$ cat src/rtl/data_cache.sv
// Direct-mapped, write-back, write-allocate data cache: 8 lines x 4 bytes, 3-bit tags.
// Byte-wide CPU side, one 32-bit word per block on the memory side.
module data_cache (
    input  logic        clk,
    input  logic        reset,
    input  logic        read,
    input  logic        write,
    input  logic [7:0]  address,
    input  logic [7:0]  writedata,
    output logic [7:0]  readdata,
    output logic        busywait,
    output logic        mem_read,
    output logic        mem_write,
    output logic [5:0]  mem_address,
    output logic [31:0] mem_writedata,
    input  logic [31:0] mem_readdata,
    input  logic        mem_busywait
);

    typedef enum logic [1:0] {
        IDLE      = 2'd0,
        WRITEBACK = 2'd1,
        FETCH     = 2'd2
    } state_t;

    state_t      state;
    state_t      next_state;

    logic [31:0] data_arr [8];
    logic [2:0]  tag_arr  [8];
    logic [7:0]  valid;
    logic [7:0]  dirty;

    logic [2:0]  req_tag;
    logic [2:0]  index;
    logic [1:0]  offset;
    logic        request;
    logic        hit;
    logic        write_hit;
    logic        fetch_done;
    logic        wb_done;

    // Pick one byte out of a block word; byte n lives on bits [8n+7:8n].
    function automatic logic [7:0] select_byte(input logic [31:0] word, input logic [1:0] off);
        logic [7:0] b;
        case (off)
            2'd0:    b = word[7:0];
            2'd1:    b = word[15:8];
            2'd2:    b = word[23:16];
            default: b = word[31:24];
        endcase
        return b;
    endfunction

    assign req_tag = address[7:5];
    assign index   = address[4:2];
    assign offset  = address[1:0];
    assign request = read | write;

    // Lookup, CPU-facing outputs and the store-hit strobe.
    always_comb begin
        hit       = valid[index] & (tag_arr[index] == req_tag);
        write_hit = write & (state == IDLE) & hit;
        // Gated by reset so the CPU is never stalled while the cache is held in reset.
        busywait  = reset & request & ~((state == IDLE) & hit);
        if (read) begin
            readdata = select_byte(data_arr[index], offset);
        end else begin
            readdata = 8'h00;
        end
    end

    // Next-state logic and memory-side outputs of the miss-handling FSM.
    always_comb begin
        next_state    = state;
        mem_read      = 1'b0;
        mem_write     = 1'b0;
        mem_address   = {req_tag, index};
        mem_writedata = data_arr[index];
        fetch_done    = 1'b0;
        wb_done       = 1'b0;
        case (state)
            IDLE: begin
                if (request && !hit) begin
                    if (valid[index] && dirty[index]) begin
                        next_state = WRITEBACK;
                    end else begin
                        next_state = FETCH;
                    end
                end else begin
                    next_state = IDLE;
                end
            end
            WRITEBACK: begin
                mem_write   = 1'b1;
                mem_address = {tag_arr[index], index};
                if (!mem_busywait) begin
                    wb_done = 1'b1;
                    // A request dropped mid-writeback ends the miss here.
                    if (request) begin
                        next_state = FETCH;
                    end else begin
                        next_state = IDLE;
                    end
                end else begin
                    next_state = WRITEBACK;
                end
            end
            FETCH: begin
                mem_read = 1'b1;
                if (!mem_busywait) begin
                    fetch_done = 1'b1;
                    next_state = IDLE;
                end else begin
                    next_state = FETCH;
                end
            end
            default: begin
                next_state = IDLE;
            end
        endcase
    end

    // FSM state plus valid/dirty bookkeeping; reset invalidates every line.
    always_ff @(posedge clk or negedge reset) begin
        if (!reset) begin
            state <= IDLE;
            valid <= 8'h00;
            dirty <= 8'h00;
        end else begin
            state <= next_state;
            if (fetch_done) begin
                valid[index] <= 1'b1;
                dirty[index] <= 1'b0;
            end else if (wb_done) begin
                dirty[index] <= 1'b0;
            end else if (write_hit) begin
                dirty[index] <= 1'b1;
            end
        end
    end

    // Data and tag storage; not cleared by reset, but frozen while reset is held.
    always_ff @(posedge clk) begin
        if (reset) begin
            if (fetch_done) begin
                data_arr[index] <= mem_readdata;
                tag_arr[index]  <= req_tag;
            end else if (write_hit) begin
                data_arr[index][{offset, 3'b000} +: 8] <= writedata;
            end
        end
    end

endmodule

$ cat config.mk
export PLATFORM = sky130hd
export DESIGN_NAME = data_cache
export DESIGN_NICKNAME = d
export VERILOG_FILES = /design/src/rtl/data_cache.sv
export SDC_FILE = /design/constraint.sdc
export NUM_CORES = 1
export LEC_CHECK = 0
export BUFFER_PORTS_ARGS = -buffer_cell sky130_fd_sc_hd__buf_2
export CAP_MARGIN = 20
export CORE_MARGIN = 3
export CORE_UTILIZATION = 30
export DETAILED_ROUTE_END_ITERATION = 12
export PLACE_DENSITY = 0.44
export SETUP_SLACK_MARGIN = 0.2
export SLEW_MARGIN = 20
export SYNTH_ARGS = -nofsm -noshare
export SYNTH_HDL_FRONTEND = slang
export SYNTH_SLANG_ARGS = --single-unit
$ cat constraint.sdc
create_clock -name clk -period 4.8 [get_ports clk]
set_input_delay 0.96 -clock clk [delete_from_list [all_inputs] [get_ports clk]]
set_output_delay 0.96 -clock clk [all_outputs]
set_load 0.02 [all_outputs]
==> flow_summary_export.csv <==
group,metric,value,unit
placed_design,io_buffers,101,
layout,fin_cells,1598,
worst_setup_path,slowest_delay,530,ps
layout,utilization,0.371,
worst_setup_path,critPathCaptureType,"output port",
logic_synthesis,syn_nets,926,
floorplanning,die_area,45400,um2
logic_synthesis,synthTopCellsByCount,"edfxtp_1 (280), nand2_1 (89), mux2i_1 (59), a21oi_1 (56), inv_1 (40)",
clock_network,worstSkewPairLatency,530,ps
logic_synthesis,yosysTopAreaCell,"edfxtp_1",
logic_synthesis,syn_area,12900,um2
timing,setup_violations,0,
global_routing,grt_use_met2,0.299,
clock_network,cts_max_path_buffers,3,
floorplanning,rows,75,
logic_synthesis,ys_warn_count,0,
timing,final.period_utilization,0.923,
logic_synthesis,seq_area_frac_synth,0.689,
global_routing,grt_use_total,0.188,
worst_setup_path,crit_chain,"buf_4, clkinv_1, buf_4, a221oi_1, o22ai_1, a221oi_1, a221oi_1, buf_4, buf_2",
placed_design,dp_hpwl,29600,um
logic_synthesis,ys_types,55,
global_routing,grt_max_degree,41,
global_routing,met3_usage,0.0326,
floorplanning,dieWidth,213,um
timing,drv_slew,0,
layout,fin_nets,1093,
detailed_routing,dr.pass1.iters,5,
logic_synthesis,synth.most_common_cell,"edfxtp_1",
logic_synthesis,synth_edf_count,280,
logic_synthesis,synth_top_area_frac,0.654,
global_routing,antenna_found_initial,0,
global_routing,grt_overflow,0,
global_routing,grt_pass1_vias,8386,
detailed_routing,wl,43100,um
power_and_ir_drop,pwr_density_cell,408,nW/um2
floorplanning,ioPinCount,102,
floorplanning,die-height,213,um
layout,drive_gt1_frac,0.282,
logic_synthesis,avgSynthCellArea,14.8,um2
detailed_routing,via_per_inst,5.23,
layout,fillers,4008,
clock_network,post-cts-setup-buffer-count,0,
placed_design,place_area,14400,um2
timing,hold_violations,0,
clock_network,cts-root-buf,"clkbuf_16",
placed_design,place_inst,1536,
power_and_ir_drop,total_power,6.38,mW
floorplanning,start_util,0.305,
global_routing,busiest_layer,"met2",
layout,seq_area,8860,um2
worst_setup_path,cp.arrival,3470,ps
timing,period_needed,4430,ps
worst_setup_path,ff2ff_setup_slack,2080,ps
detailed_routing,drt-initial-drc-count,871,
global_routing,grt_pass1_wl,60500,um
power_and_ir_drop,p_leak,5.54,nW
layout,stdcell_area,15600,um2
run_status,status,"finished, final reports clean",
clock_network,path_clk_slew,60,ps
worst_setup_path,worstPathBufferInverterCount,5,
hold_path,hold_path_class,"input port to async pin",
run,drv_cap,0,
clock_network,cts_tree,"yes",
timing,max_freq,226,MHz
worst_setup_path,cpMaxStageDelayCell,"a221oi_1",
timing,relSlewSlack,0.466,
placed_design,routabilityCongestion,0.834,
global_routing,use_met1,0.273,
floorplanning,core_area,42100,um2
timing,skew,18.7,ps
timing,rsz0062_at_grt,"no",
logic_synthesis,postSynth.asyncResetShare,0.0604,
layout,area_growth,21.4,%
power_and_ir_drop,peakVddDrop,189,uV
detailed_routing,postRouteAntennaNets,0,
worst_setup_path,critPathTopFamily,"buffers and inverters",
timing,setup_tns,0,ps
clock_network,htree_levels,2,
layout,multiInputGateArea,3590,um2
clock_network,ctsResizeCount,2,
layout,n_antenna_cell,0,
logic_synthesis,synthCells,867,
worst_setup_path,required,3840,ps
worst_setup_path,worstPathMaxFanout,27,
worst_setup_path,critical_path_class,"input port to output port",
logic_synthesis,synthFlopType,"edfxtp_1",
detailed_routing,drc_errors,0,
logic_synthesis,ys_ff_latch,298,
clock_network,ctsHoldBuffers,0,
detailed_routing,wl_per_cell,27.0,um
clock_network,cts_sinks,298,
detailed_routing,vias,8361,
timing,worst_pin_slew,779,ps
clock_network,numCtsBuffers,35,
worst_setup_path,crit_path_start_kind,"input port",
logic_synthesis,ys_top_cells_by_area,"edfxtp_1 (65%), mux2i_1 (4.6%), mux4_2 (4.0%)",
## worst register-to-register path, cell delays in order (launching register included)
cell and delay, ps:
edfxtp_1 370, mux2i_1 180, o22ai_1 120, nor2_2 180, xnor2_2 240, nor4b_2 340, buf_4 280, mux2i_1 710
## registers in the layout, summed over array words and instances (netlist names), named ones only
| name | flops |
|---|---|
| tag_arr | 24 |
| state | 2 |
| valid | 8 |
| data_arr | 256 |
## routing by layer
layer,wire [um],vias up
met5,0,-
met4,589,0
met3,2490,35
met2,20000,266
met1,20000,4337
li1,-,3723
## power by group
part,internal [mW],leakage [nW],switching [mW]
clock network,1.65,0.564,1.05
logic,0.231,2.24,0.479
registers,2.93,2.74,0.0342
total,4.81,5.54,1.57
## through the flow
step	hold WS [ps]	setup slack (ps)
finish	419	372
global route	434	275
CTS	400	215
detailed placement	445	154
global placement	437	76.0
floorplan	427	732
## final timing paths
path | cells after the start | start | endpoint
max in group asynchronous | 1 | reset | async pin
min | 1 | reset | state[1]$_DFF_PN0_
min in group clk | 1 | valid[0]$_DFFE_PN0P_ | valid[0]$_DFFE_PN0P_
min reg2reg | 1 | valid[0]$_DFFE_PN0P_ | valid[0]$_DFFE_PN0P_
max reg2reg | 7 | tag_arr[7][2]$_DFFE_PP_ | data_arr[4][10]$_DFFE_PP_
max | 9 | address[3] | readdata[3]
## logic make-up (layout without fill, tap and decap cells)
kind of cell / count (synthesis) / count (layout) / synth area share
AOI/OAI and AO/OA: 188 / 188 / 0.102
xor gates and xnor gates: 3 / 3 / 0.00379
adders and majority gates: 6 / 6 / 0.00583
buffers and inverters: 100 / 292 / 0.0358
DFF: 298 / 298 / 0.689
muxes: 101 / 101 / 0.103
and+or+nand+nor: 171 / 171 / 0.0615
## layout make-up
class,count,area share
clock buffer,45,0.0598
clock inverter,17,0.0146
inverter,42,0.0101
multi-input combinational,469,0.230
sequential,298,0.567
tap,539,0.0432
timing repair buffer,188,0.0755
## cells in the final DEF (no fill, tap or decap), types with 6 or more instances in the layout
master,Yosys,final
o22ai_1,16,15
o21a_1,8,8
inv_1,40,40
nand2_1,89,89
a22oi_1,22,22
buf_4,7,89
clkbuf_16,0,36
o21ai_0,12,12
nor3_1,6,6
nor2_1,36,35
buf_2,26,98
mux4_2,23,23
clkinv_1,1,7
clkbuf_1,21,9
dfrtp_1,18,18
a221oi_1,39,39
a21oi_1,56,56
mux2i_1,59,59
ha_1,6,6
mux2_2,19,19
edfxtp_1,280,280
a21o_1,6,6
No activity file was read; power rests on OpenSTA's default activity.
